## src/rtl/rtc_spi_responder.sv

```systemverilog
// rtc_spi_responder: SPI target serving the cartridge RTC register file (command byte, ready handshake, data bytes)
// Ports:
//   SClk, nReset            system clock, asynchronous active-low reset
//   SPIClk, nSel, SPIDi     SPI pins from the initiator (oversampled on SClk)
//   SPIDo                   MISO, updated after falling SPIClk
//   MCUReady                high = busy/idle, falls when the data phase may start
//   RegWrite/RegAddr/RegWData  one-cycle strobe describing a committed register write
//   Status                  register 0, mirrored combinationally
module rtc_spi_responder #(
    parameter int SYNC_STAGES = 2,
    parameter int READY_DELAY = 16
) (
    input  logic       SClk,
    input  logic       nReset,
    input  logic       SPIClk,
    input  logic       nSel,
    input  logic       SPIDi,
    output logic       SPIDo,
    output logic       MCUReady,
    output logic       RegWrite,
    output logic [3:0] RegAddr,
    output logic [7:0] RegWData,
    output logic [7:0] Status
);
    localparam int DW = $clog2(READY_DELAY + 2);
    typedef enum logic [2:0] {IDLE, CMD, DELAY, DATA, DONE, IGNORE} state_t;
    state_t state, state_nxt;
    logic [SYNC_STAGES-1:0] clk_sync, sel_sync, di_sync;
    logic          sclk_s, sel_s, di_s, sclk_d, sel_d;
    logic          rise, fall, sel_fall, sel_rise;
    logic [7:0]    regs [10];
    logic [7:0]    shreg, oshift, byte_in, ld;
    logic [3:0]    cmd, addr, base, rd_addr;
    logic [2:0]    op, bit_cnt, left, nbytes;
    logic [DW-1:0] dly;
    logic          rd, is_nop, is_rst, cmd_ok;

    function automatic logic [7:0] dflt(input int i);
        return (i == 2 || i == 3) ? 8'h01 : 8'h00;
    endfunction

    assign sclk_s   = clk_sync[SYNC_STAGES-1];
    assign sel_s    = sel_sync[SYNC_STAGES-1];
    assign di_s     = di_sync[SYNC_STAGES-1];
    assign rise     = sclk_s & ~sclk_d;
    assign fall     = ~sclk_s & sclk_d;
    assign sel_fall = ~sel_s & sel_d;
    assign sel_rise = sel_s & ~sel_d;
    assign byte_in  = {shreg[6:0], di_s};
    assign cmd_ok   = byte_in[7:4] == 4'hF && byte_in[3:1] < 3'd6;
    assign op       = cmd[3:1];
    assign rd       = cmd[0];
    assign is_nop   = op == 3'd5;
    assign is_rst   = op == 3'd0;
    assign base     = op == 3'd2 ? 4'd1 : op == 3'd3 ? 4'd5 : op == 3'd4 ? 4'd8 : 4'd0;
    assign nbytes   = op == 3'd1 ? 3'd1 : op == 3'd2 ? 3'd7 : op == 3'd3 ? 3'd3 :
                      (op == 3'd4 || op == 3'd5) ? 3'd2 : 3'd0;
    // The first byte is preloaded from the command's base address; later bytes from the running address.
    assign rd_addr  = state == DELAY ? base : addr;
    assign ld       = !rd ? 8'hFF : (is_nop || rd_addr > 4'd9) ? 8'h00 : regs[rd_addr];
    assign Status   = regs[0];

    always_ff @(posedge SClk or negedge nReset) begin
        if (!nReset) begin
            clk_sync <= '0;
            sel_sync <= '1;
            di_sync  <= '0;
            sclk_d   <= 1'b0;
            sel_d    <= 1'b1;
        end else begin
            clk_sync <= SYNC_STAGES'({clk_sync, SPIClk});
            sel_sync <= SYNC_STAGES'({sel_sync, nSel});
            di_sync  <= SYNC_STAGES'({di_sync, SPIDi});
            sclk_d   <= sclk_s;
            sel_d    <= sel_s;
        end
    end

    always_ff @(posedge SClk or negedge nReset) begin
        if (!nReset) state <= IDLE;
        else         state <= state_nxt;
    end

    always_comb begin
        state_nxt = state;
        case (state)
            IDLE:    if (sel_fall) state_nxt = CMD;
            CMD:     if (rise && bit_cnt == 3'd7) state_nxt = cmd_ok ? DELAY : IGNORE;
            DELAY:   if (dly == '0) state_nxt = is_rst ? DONE : DATA;
            DATA:    if (rise && bit_cnt == 3'd7 && left == 3'd1) state_nxt = DONE;
            default: ;
        endcase
        // Deselect wins over everything, but only after the current edge has been processed.
        if (sel_rise) state_nxt = IDLE;
    end

    always_ff @(posedge SClk or negedge nReset) begin
        if (!nReset) begin
            SPIDo    <= 1'b1;
            MCUReady <= 1'b1;
            RegWrite <= 1'b0;
            RegAddr  <= 4'd0;
            RegWData <= 8'd0;
            shreg    <= 8'd0;
            oshift   <= 8'hFF;
            cmd      <= 4'd0;
            addr     <= 4'd0;
            left     <= 3'd0;
            bit_cnt  <= 3'd0;
            dly      <= '0;
            for (int i = 0; i < 10; i++) regs[i] <= dflt(i);
        end else begin
            RegWrite <= 1'b0;
            case (state)
                CMD: if (rise) begin
                    shreg   <= byte_in;
                    bit_cnt <= bit_cnt + 3'd1;
                    if (bit_cnt == 3'd7) begin
                        cmd <= byte_in[3:0];
                        dly <= DW'(READY_DELAY);
                    end
                end
                DELAY: if (dly != '0) dly <= dly - DW'(1);
                else begin
                    MCUReady <= 1'b0;
                    addr     <= base;
                    left     <= nbytes;
                    oshift   <= ld;
                    SPIDo    <= ld[7];
                    if (is_rst) for (int i = 0; i < 10; i++) regs[i] <= dflt(i);
                end
                DATA: if (rise) begin
                    shreg   <= byte_in;
                    bit_cnt <= bit_cnt + 3'd1;
                    if (bit_cnt == 3'd7) begin
                        if (!rd && !is_nop) begin
                            regs[addr] <= byte_in;
                            RegWrite   <= 1'b1;
                            RegAddr    <= addr;
                            RegWData   <= byte_in;
                        end
                        addr <= addr + 4'd1;
                        left <= left - 3'd1;
                    end
                end else if (fall) begin
                    // bit_cnt wrapped to 0 means a byte just completed: fetch the next one.
                    if (bit_cnt == 3'd0) begin
                        oshift <= ld;
                        SPIDo  <= ld[7];
                    end else begin
                        oshift <= {oshift[6:0], 1'b1};
                        SPIDo  <= oshift[6];
                    end
                end
                default: ;
            endcase
            if (state_nxt == IDLE) begin
                MCUReady <= 1'b1;
                bit_cnt  <= 3'd0;
            end
            if (state_nxt == IDLE || state_nxt == DONE || state_nxt == IGNORE) SPIDo <= 1'b1;
        end
    end
endmodule
```

## config.mk

```make
export PLATFORM = sky130hd
export DESIGN_NAME = rtc_spi_responder
export DESIGN_NICKNAME = d
export VERILOG_FILES = /design/src/rtl/rtc_spi_responder.sv
export SDC_FILE = /design/constraint.sdc
export NUM_CORES = 1
export LEC_CHECK = 0
export BUFFER_PORTS_ARGS = -buffer_cell sky130_fd_sc_hd__buf_2
export CAP_MARGIN = 20
export CORE_UTILIZATION = 50
export CTS_BUF_LIST = sky130_fd_sc_hd__clkbuf_16
export DETAILED_ROUTE_END_ITERATION = 8
export HOLD_SLACK_MARGIN = 0.06
export PLACE_DENSITY = 0.67
export RECOVER_POWER = 100
export SYNTH_ARGS = -nofsm -noshare
export SYNTH_HDL_FRONTEND = slang
export SYNTH_SLANG_ARGS = --single-unit
```

## constraint.sdc

```tcl
create_clock -name SClk -period 3.6 [get_ports SClk]
set_input_delay 0.18 -clock SClk [delete_from_list [all_inputs] [get_ports SClk]]
set_output_delay 0.18 -clock SClk [all_outputs]
set_load 0.005 [all_outputs]
```

### Word-level counts from Yosys, hierarchy flattened

Cells that the tools add are included.

| word-level totals | value |
|---|---|
| bits of input ports | 5 |
| flip-flop bits (word level) | 139 |
| output and inout bits | 23 |

| cells by class | value |
|---|---|
| equal/unequal tests | 27 |
| $lt $le $gt $ge | 5 |
| add/sub/neg operators | 4 |
| mux-type cells | 63 |
| reduce and logical (&&, ||, !) cells | 34 |
| bitwise logic cells | 10 |

Operator list:

| operator | number |
|---|---|
| $mux W80 | 5 |
| $pmux W80 S2 | 1 |
| $bwmux W80 | 1 |
| $mux W3 | 15 |
| $mux W8 | 5 |
| $bmux W8 S4 | 1 |
| $demux W8 S4 | 1 |
| $mux W4 | 7 |
| $mux W7 | 4 |
| $reduce_and A4 Y1 | 5 |
| $ne A2 B2 Y1 const B | 9 |
| $eq A3 B3 Y1 const B | 5 |
| $mux W5 | 3 |
| $pmux W7 S2 | 1 |
| $eq A3 B2 Y1 const B | 4 |
| $logic_not A3 Y1 | 4 |
| $mux W1 | 12 |
| $pmux W3 S4 | 1 |
| $ge A5 B5 Y1 const B | 2 |
| $not A4 Y5 | 2 |
| $pmux W5 S2 | 1 |
| $reduce_bool A2 Y1 | 5 |
| $eq A3 B1 Y1 const B | 3 |
| $pmux W4 S2 | 1 |
| other kinds (26) | 45 |

### Logic depth before layout (Yosys ltp)

Gate-level depths: netlist of the first run.

| depth | value |
|---|---|
| word-level depth | 16 |
| gate-level depth with buffers | 9 |
| mapped depth without buffers | 7 |

### Worst setup path before layout of the first run

No wires, ideal clock.

| timing | value |
|---|---|
| path kind | flip-flop to flip-flop |
| start | register bit_cnt[0] |
| end | register SPIDo |
| arrival time | 2.163 ns |
| slack | 1.353 ns |
| data required time | 3.516 ns |
| setup time | 0.084 ns |
| stages on the path, launching flop included | 8 |
| cell sequence | dfrtp_1 -> ha_1 -> ha_1 -> nand3b_2 -> nor3_1 -> a2111oi_0 -> o221ai_1 -> a311o_1 |

| between the ends | value |
|---|---|
| word-level cells in the longest chain between the ends | 11 |
| elaborated cells between the ends (all ways) | 23 |

RTL lines:

| item | line | RTL |
|---|---|---|
| start: declaration | 34 | `logic [2:0] op, bit_cnt, left, nbytes;` |
| start signal: assignment | 117 | `bit_cnt <= bit_cnt + 3'd1;` |
| start signal: assignment | 134 | `bit_cnt <= bit_cnt + 3'd1;` |
| $eq A3 B3 Y1 | 88, 90 |  |
| $logic_and A1 B1 Y1 | 88, 90 |  |
| $logic_and A1 B1 Y1 | 90 | `DATA: if (rise && bit_cnt == 3'd7 && left == 3'd1) state_nxt = DONE;` |
| $mux W3 | 90 |  |
| $pmux W3 S4 | 86 | `case (state)` |
| $mux W3 | 94 | `if (sel_rise) state_nxt = IDLE;` |
| $eq A3 B3 Y1 or $logic_not A3 Y1 (tied branches) | 161 | `if (state_nxt == IDLE \|\| state_nxt == DONE \|\| state_nxt == IGNORE) SPIDo <= 1'b1;` |
| $logic_or A1 B1 Y1 (2 in a row) | 161 |  |
| $ne A3 B2 Y1 (no line), or another cell as far along | -- |  |
| $reduce_and A4 Y1 (no line) | -- |  |
| end signal: assignment | 129 | `SPIDo <= ld[7];` |
| end signal: assignment | 149 | `SPIDo <= ld[7];` |
| end signal: assignment | 152 | `SPIDo <= oshift[6];` |
| end: declaration | 18 | `output logic SPIDo,` |

Several ways; a longest one is shown, not always the timed one. The select of a mux whose other input is x is not followed.
A chain may end at the register's enable or synchronous reset.

### Worst setup path after layout of the first run

| timing | value |
|---|---|
| start | register state[1] |
| end | register oshift[6] |

| between the ends | value |
|---|---|
| word-level cells in the longest chain between the ends | 12 |
| elaborated cells between the ends (all ways) | 21 |

RTL lines:

| item | line | RTL |
|---|---|---|
| start: declaration | 27 | `state_t state, state_nxt;` |
| start signal: assignment | 81 | `else state <= state_nxt;` |
| $eq A3 B2 Y1 | 59, 114 |  |
| $mux W4 | 59 | `assign rd_addr = state == DELAY ? base : addr;` |
| $not A4 Y5 (implied by the code) | 60 | `assign ld = !rd ? 8'hFF : (is_nop \|\| rd_addr > 4'd9) ? 8'h00 : regs[rd_addr];` |
| $bmux W8 S4 | 60 |  |
| $mux W8 (implied by the code) (2 in a row) | 60 |  |
| $mux W8 (2 in a row) | 60 |  |
| $mux W7 | 147 | `if (bit_cnt == 3'd0) begin` |
| $mux W7 | 145 | `end else if (fall) begin` |
| $mux W7 | 132 | `DATA: if (rise) begin` |
| $pmux W7 S2 | 114 | `case (state)` |
| end signal: assignment | 128 | `oshift <= ld;` |
| end signal: assignment | 148 | `oshift <= ld;` |
| end signal: assignment | 151 | `oshift <= {oshift[6:0], 1'b1};` |
| end: declaration | 32 | `logic [7:0] shreg, oshift, byte_in, ld;` |

Several ways; a longest one is shown, not always the timed one. The select of a mux whose other input is x is not followed.

==> run_results.csv, run 1 <==
group,metric,value,unit
worst_setup_path,crit_path_start_kind,"flop",
timing,setup_viol,0,
global_route,grt_pass1_wl,28.5,mm
clock_tree,clockRootBuffer,"clkbuf_16",
power,p_comb_share,3.0,%
clock_tree,cts_tree,"built",
power,pwr-share-clk,49.1,%
detailed_routing,drc_errors,0,
power,p_leak,3.40,nW
power,p_int,2.73,mW
outcome,violations,"max-capacitance violations, max-slew violations",
worst_setup_path,critical_path_class,"reg -> reg",
detailed_routing,ant_nets,0,
detailed_routing,vias,5081,
clock_tree,clkLatencyLatePin,430,ps
min_path,hold_class,"reg -> reg",
floorplan,start_util,52.1,%
clock_tree,cts.clk_slew.worst_paths,60,ps
floorplan,dieWidth,118,um
logic_synthesis,syn_avg_cell_area,11.2,um^2
worst_setup_path,cp_data_required_time,3970,ps
logic_synthesis,ys_warn_count,0,
timing,period_minus_slack,3030,ps
power,switching_power,0.851,mW
global_route,grt_pass1_vias,4938,
placement,place_area,0.00694,mm^2
cells_and_area,layout-drive-gt1-share,18.1,%
logic_synthesis,synth_area,0.00671,mm^2
detailed_routing,drt_iter0_markers,394,
logic_synthesis,syn_inst,601,
clock_tree,numCtsBuffers,17,
timing,finClkSkew,7.52,ps
logic_synthesis,synth_ff_type,"dfrtp_1",
cells_and_area,syn2layout_area_growth,11.8,%
cells_and_area,nets,637,
flow_run,timing.max_cap.violations,1,
timing,maxSlewViolCount,110,
logic_synthesis,synth_cell_types,61,
outcome,run_status,"finished with violations",
power,switching_share,23.8,%
timing,worst_slew_pin_slew,2650,ps
floorplan,core_area,0.0129,mm^2
timing,setup_tns,0,ps
placement,gp_congestion,0.951,
global_route,grt_overflow_total,0,
power,p_per_area,477,mW/mm^2
logic_synthesis,synth-seq-area-share,52.1,%
detailed_routing,viasPerCell,6.30,
clock_tree,cts-htree-levels,4,
floorplan,rows,41,
logic_synthesis,synth_edf_count,0,
timing,period_share,84.2,%
clock_tree,post-cts-setup-buffers,0,
timing,hold_viol,0,
timing,slew_headroom,-76.4,%
placement,io_buffers,27,
power,power_frac_seq,47.8,%
worst_setup_path,end_kind,"flop",
logic_synthesis,synth-seq-cells,139,
worst_setup_path,cp_max_fo,14,
power,ir_worst_vdd,379,uV
floorplan,fp.dieH,118,um
timing,hold_ws,350,ps
logic_synthesis,synth_nets,617,
detailed_routing,dr.pass1.iters,5,
global_route,grt_usage,27.4,%
detailed_routing,wl,17.8,mm
timing,rsz0062_at_grt,"false",
timing,fmax,0.330,GHz
global_route,antenna_found_initial,0,
worst_setup_path,critPathArrivalTime,3400,ps
floorplan,die_area,0.0139,mm^2
cells_and_area,diodes,0,
detailed_routing,routedWlPerCell,22.1,um
placement,dpl.hpwl,12.1,mm
clock_tree,cts.sinks,139,
clock_tree,clockBufferDepth,2,
cells_and_area,final_cell_area,0.00750,mm^2
logic_synthesis,async_reset_ff_share,100,%
global_route,grt_max_degree,110,
floorplan,ios,28,
## metrics by stage
stage | setup slack [ps] | utilization, % | total power, mW | instances
finish | 569 | 58.3 | 3.58 | 806
global route | 291 | 58.3 | 3.67 | 806
CTS | 751 | 58.7 | 3.59 | 806
detailed placement | 773 | 53.9 | 1.84 | 770
global placement | 850 | 53.9 | 1.83 | 770
floorplan | 1350 | - | 1.73 | 601
## critical path, stage by stage, from the launching register on
cell and delay (ps):
dfrtp_1 550, nor3b_1 390, mux2i_1 770, buf_4 390, mux2i_1 120, a2111oi_0 490, o221a_2 270
## cells in the final DEF (no fill, tap or decap), types with 9 or more instances in the layout
cell type  count
buf_2         19
and2_1         9
inv_1         17
nand2_1       81
mux2_2        26
dfstp_2       11
mux2i_1       20
dfrtp_1      125
a22o_1        43
o2bb2ai_1     22
o22ai_1       10
a21oi_1       12
nor2_1        27
o21ai_0       40
ha_1          11
clkbuf_16     17
## path summary, 6_finish.rpt
| kind | startpoint | endpoint | slack [ps] | cells past startpoint |
|---|---|---|---|---|
| min in group asynchronous | nReset | regs[60]$_DFFE_PN0P_ | 1110 | 2 |
| max | state[1]$_DFF_PN0_ | oshift[6]$_DFFE_PN1P_ | 570 | 6 |
| max reg2reg | state[1]$_DFF_PN0_ | oshift[6]$_DFFE_PN1P_ | 570 | 6 |
| min reg2reg | clk_sync[0]$_DFF_PN0_ | clk_sync[1]$_DFF_PN0_ | 350 | 0 |
| min | clk_sync[0]$_DFF_PN0_ | clk_sync[1]$_DFF_PN0_ | 350 | 0 |
| max in group asynchronous | nReset | sel_d$_DFF_PN1_ | 900 | 3 |
## kinds of logic (layout without fill, tap and decap cells)
logic type               after synthesis  in the layout  share of synthesized area, %
AO/OA/AOI/OAI                        167            167                          19.0
XOR/XNOR                               4              4                         0.522
adder cells (fa/ha/maj)               11             11                          2.05
buffers and inverters                 52             85                          3.71
flip-flops                           139            139                          52.1
multiplexers                          53             53                          9.70
AND/OR/NAND/NOR                      175            175                          12.9
## synth_stat cells, types with 3 or more instances
| master | n | area share (%) |
|---|---|---|
| a2111oi_0 | 7 | 0.91 |
| a21oi_1 | 12 | 0.90 |
| a22o_1 | 43 | 5.6 |
| and2_1 | 9 | 0.84 |
| and3_1 | 3 | 0.28 |
| buf_1 | 7 | 0.39 |
| buf_2 | 9 | 0.67 |
| buf_4 | 11 | 1.2 |
| clkbuf_1 | 11 | 0.62 |
| dfrtp_1 | 125 | 47 |
| dfstp_2 | 14 | 5.5 |
| ha_1 | 11 | 2.1 |
| inv_1 | 13 | 0.73 |
| mux2_2 | 26 | 4.4 |
| mux2i_1 | 20 | 3.0 |
| mux4_2 | 7 | 2.3 |
| nand2_1 | 81 | 4.5 |
| nand2b_1 | 4 | 0.37 |
| nand3_1 | 6 | 0.45 |
| nand3b_1 | 3 | 0.34 |
| nor2_1 | 27 | 1.5 |
| nor2_2 | 6 | 0.56 |
| nor2b_1 | 7 | 0.65 |
| nor3_1 | 4 | 0.30 |
| nor3b_1 | 7 | 0.78 |
| o211ai_1 | 4 | 0.45 |
| o21ai_0 | 40 | 3.0 |
| o221a_2 | 8 | 1.3 |
| o22ai_1 | 10 | 0.93 |
| o2bb2ai_1 | 22 | 2.9 |
| or3_1 | 4 | 0.37 |
## flip-flops by register name, indices dropped and copies added, names as in the netlist
register	cells
addr	4
dly	5
RegAddr	4
regs	72
sclk_d	1
clk_sync	2
Status	8
RegWData	8
cmd	4
sel_sync	2
di_sync	2
sel_d	1
shreg	7
bit_cnt	3
left	3
RegWrite	1
state	3
oshift	7
SPIDo	1
MCUReady	1
## layer usage
layer	wire length, um	vias up	global-route usage (%)
li1	-	2262	-
met1	7880	2573	39.3
met2	7990	221	38.9
met3	1620	25	7.80
met4	348	0	11.5
met5	0	-	0
## final cells by class
cell class | instances | area, um^2
Fill cell | 1067 | 5370
Sequential cell | 139 | 3500
Multi-Input combinational cell | 410 | 2940
Clock buffer | 17 | 425
Timing Repair Buffer | 40 | 221
Tap cell | 172 | 215
Clock inverter | 15 | 159
Inverter | 13 | 48.8
## power by group through the flow
stage	sequential, mW	combinational (mW)	clock [mW]
6_report	1.71	0.108	1.76
3_3_place_gp	1.73	0.104	0
5_1_grt	1.71	0.122	1.84
4_1_cts	1.71	0.113	1.77
2_1_floorplan	1.67	0.0662	0
3_5_place_dp	1.73	0.109	0
## timing repair
item                      in CTS  in global routing
resized for setup              0                  0
hold endpoints to repair      98                  0
hold buffers                   4                  0
Power figures use the tool's default switching activity.
==> run 2: changes to the inputs <==
--- a/config.mk
+++ b/config.mk
@@ -11,7 +11,7 @@
 export CTS_BUF_LIST = sky130_fd_sc_hd__clkbuf_16
 export DETAILED_ROUTE_END_ITERATION = 8
 export HOLD_SLACK_MARGIN = 0.06
-export PLACE_DENSITY = 0.67
+export PLACE_DENSITY = 0.69
 export RECOVER_POWER = 100
 export SYNTH_ARGS = -nofsm -noshare
 export SYNTH_HDL_FRONTEND = slang
==> constraint.sdc (replaced) <==
create_clock -name SClk -period 2.5 [get_ports SClk]
set_input_delay 0.125 -clock SClk [delete_from_list [all_inputs] [get_ports SClk]]
set_output_delay 0.125 -clock SClk [all_outputs]
set_load 0.005 [all_outputs]
==> run 2 against run 1 <==
  * The run still ends with max-capacitance violations, max-slew violations left
  * Total power increased by 50%
  * Register-to-register slack got worse by 480 ps
  * Sequential cell count unchanged
  * Utilization increased by 2.4 points
  * Wire length grew 0.56%
  * Via count rose by 2.5%
  * Cell area is 4.1% higher
  * Global-route usage grew 0.14 points
  * Sequential power is 39% higher
  * Clock-buffer cell count stayed put
  * Non-clock buffer count increased by 28
  * Cell count is 3.5% higher
  * Critical endpoint is now left[2]$_DFFE_PN0P_
==> run_results.csv, run 2 (synthesis gave the netlist of run 1 again) <==
group,metric,value,unit
timing,fmax,0.415,GHz
worst_setup_path,crit_path_start_kind,"flop",
floorplan,dieWidth,118,um
detailed_routing,ant_nets,0,
clock_tree,cts.sinks,139,
timing,slew_headroom,-13.1,%
global_route,grt_usage,27.6,%
cells_and_area,syn2layout_area_growth,16.4,%
timing,layout_setup_ws,90.6,ps
timing,maxSlewViolCount,66,
timing,hold_viol,0,
clock_tree,cts-htree-levels,4,
clock_tree,cts.clk_slew.worst_paths,60,ps
worst_setup_path,reg2reg_to,"left[2]$_DFFE_PN0P_",
timing,rsz0062_at_grt,"false",
detailed_routing,wl,17.9,mm
worst_setup_path,critical_path_class,"reg -> reg",
clock_tree,clockBufferDepth,2,
placement,place_area,0.00717,mm^2
timing,period_share,96.4,%
clock_tree,clockRootBuffer,"clkbuf_16",
power,p_leak,3.56,nW
min_path,hold_depth,2,
global_route,antenna_found_initial,0,
flow_run,timing.max_cap.violations,1,
worst_setup_path,r2r_cells,8,
global_route,grt_max_degree,67,
min_path,hold_class,"in -> reg",
placement,place_inst,798,
detailed_routing,vias,5207,
global_route,grt_overflow_total,0,
detailed_routing,dr.pass1.iters,6,
clock_tree,numCtsBuffers,17,
timing,period_minus_slack,2410,ps
cells_and_area,fin_util,60.7,%
placement,place_ws,59.7,ps
worst_setup_path,reg2reg_from,"dly[0]$_DFFE_PN0P_",
worst_setup_path,cp_data_required_time,2820,ps
placement,dpl.hpwl,12.4,mm
cells_and_area,fillers,1051,
floorplan,fp.dieH,118,um
outcome,violations,"max-capacitance violations, max-slew violations",
detailed_routing,routedWlPerCell,21.5,um
worst_setup_path,critPathArrivalTime,2730,ps
power,ir_worst_vdd,520,uV
cells_and_area,final_common_cell,"dfrtp_1",
min_path,hold_end,"sel_sync[0]$_DFF_PN1_",
timing,worst_slew_pin_slew,1700,ps
cells_and_area,instances_no_fill,834,
global_route,grt_pass1_wl,28.8,mm
floorplan,core_area,0.0129,mm^2
clock_tree,clkLatencyLatePin,430,ps
floorplan,die_area,0.0139,mm^2
outcome,run_status,"finished with violations",
worst_setup_path,cp_max_fo,9,
floorplan,rows,41,
placement,io_buffers,27,
detailed_routing,drc_errors,0,
timing,setup_tns,0,ps
cells_and_area,final_cell_area,0.00781,mm^2
cells_and_area,diodes,0,
worst_setup_path,rrSetupSlack,90,ps
cells_and_area,mostFrequentLayoutCells,"dfrtp_1, nand2_1, a22o_1, o21ai_0",
cells_and_area,top_register,"regs",
global_route,grt_pass1_vias,5095,
min_path,min-delay-start,"nSel",
cells_and_area,nets,665,
worst_setup_path,end_kind,"flop",
cells_and_area,largest_reg_flops,72,
cells_and_area,layout-drive-gt1-share,23.1,%
timing,setup_viol,0,
power,p_per_area,685,mW/mm^2
floorplan,ios,28,
timing,finClkSkew,8.54,ps
clock_tree,cts_tree,"built",
placement,gp_congestion,0.912,
floorplan,start_util,52.1,%
detailed_routing,viasPerCell,6.24,
detailed_routing,drt_iter0_markers,529,
[run 2: layout make-up]
class	instances	area [um^2]	area share, %
flip-flops and latches	139	3500	44.8
multi-input cells	410	2980	38.2
repair buffers	68	448	5.73
clock buffers	17	425	5.45
well taps	172	215	2.76
clock inverters	15	198	2.53
inverters	13	48.8	0.625
[run 2: worst max-delay path by stage]
stage,endpoint,slack (ps),startpoint
after floorplan,SPIDo$_DFFE_PN1P_,250,bit_cnt[0]$_DFFE_PN0P_
after global placement,bit_cnt[1]$_DFFE_PN0P_,70,bit_cnt[0]$_DFFE_PN0P_
after detailed placement,regs[29]$_DFFE_PN0P_,60,dly[0]$_DFFE_PN0P_
after CTS,regs[29]$_DFFE_PN0P_,40,dly[0]$_DFFE_PN0P_
after global routing,left[2]$_DFFE_PN0P_,10,dly[0]$_DFFE_PN0P_
final,left[2]$_DFFE_PN0P_,90,dly[0]$_DFFE_PN0P_
[run 2: layer usage]
layer	vias to the layer above	track usage [%]	routed length (um)
met5	-	0	0
li1	2323	-	-
met4	0	11.1	540
met2	242	39.0	7910
met1	2598	41.1	8020
met3	44	5.96	1470
[run 2: timing repair]
action                                  4_1_cts  5_1_grt
buffers inserted                              0        0
hold buffers                                  4        0
endpoints found under the hold margin        67        0
resized for setup                             0        6
endpoints found under the setup margin        0       81
[run 2: power breakdown]
part	internal, mW	switching (mW)
Sequential	2.31	0.0606
Combinational	0.116	0.199
Clock	1.67	0.998
Total	4.10	1.26
[run 2: metrics by stage]
step                hold WS [ps]  power (mW)
global route                 343        5.50
detailed placement           159        2.72
floorplan                   -171        2.50
CTS                          276        5.38
finish                       333        5.35
global placement             144        2.71
[run 2: worst max-delay path, cell delays in order (launching register included)]
cell	delay, ps
dfrtp_1	380
inv_1	110
ha_1	150
or4b_1	520
buf_4	210
o22ai_1	170
clkbuf_1	350
o21ai_0	150
a22o_1	240
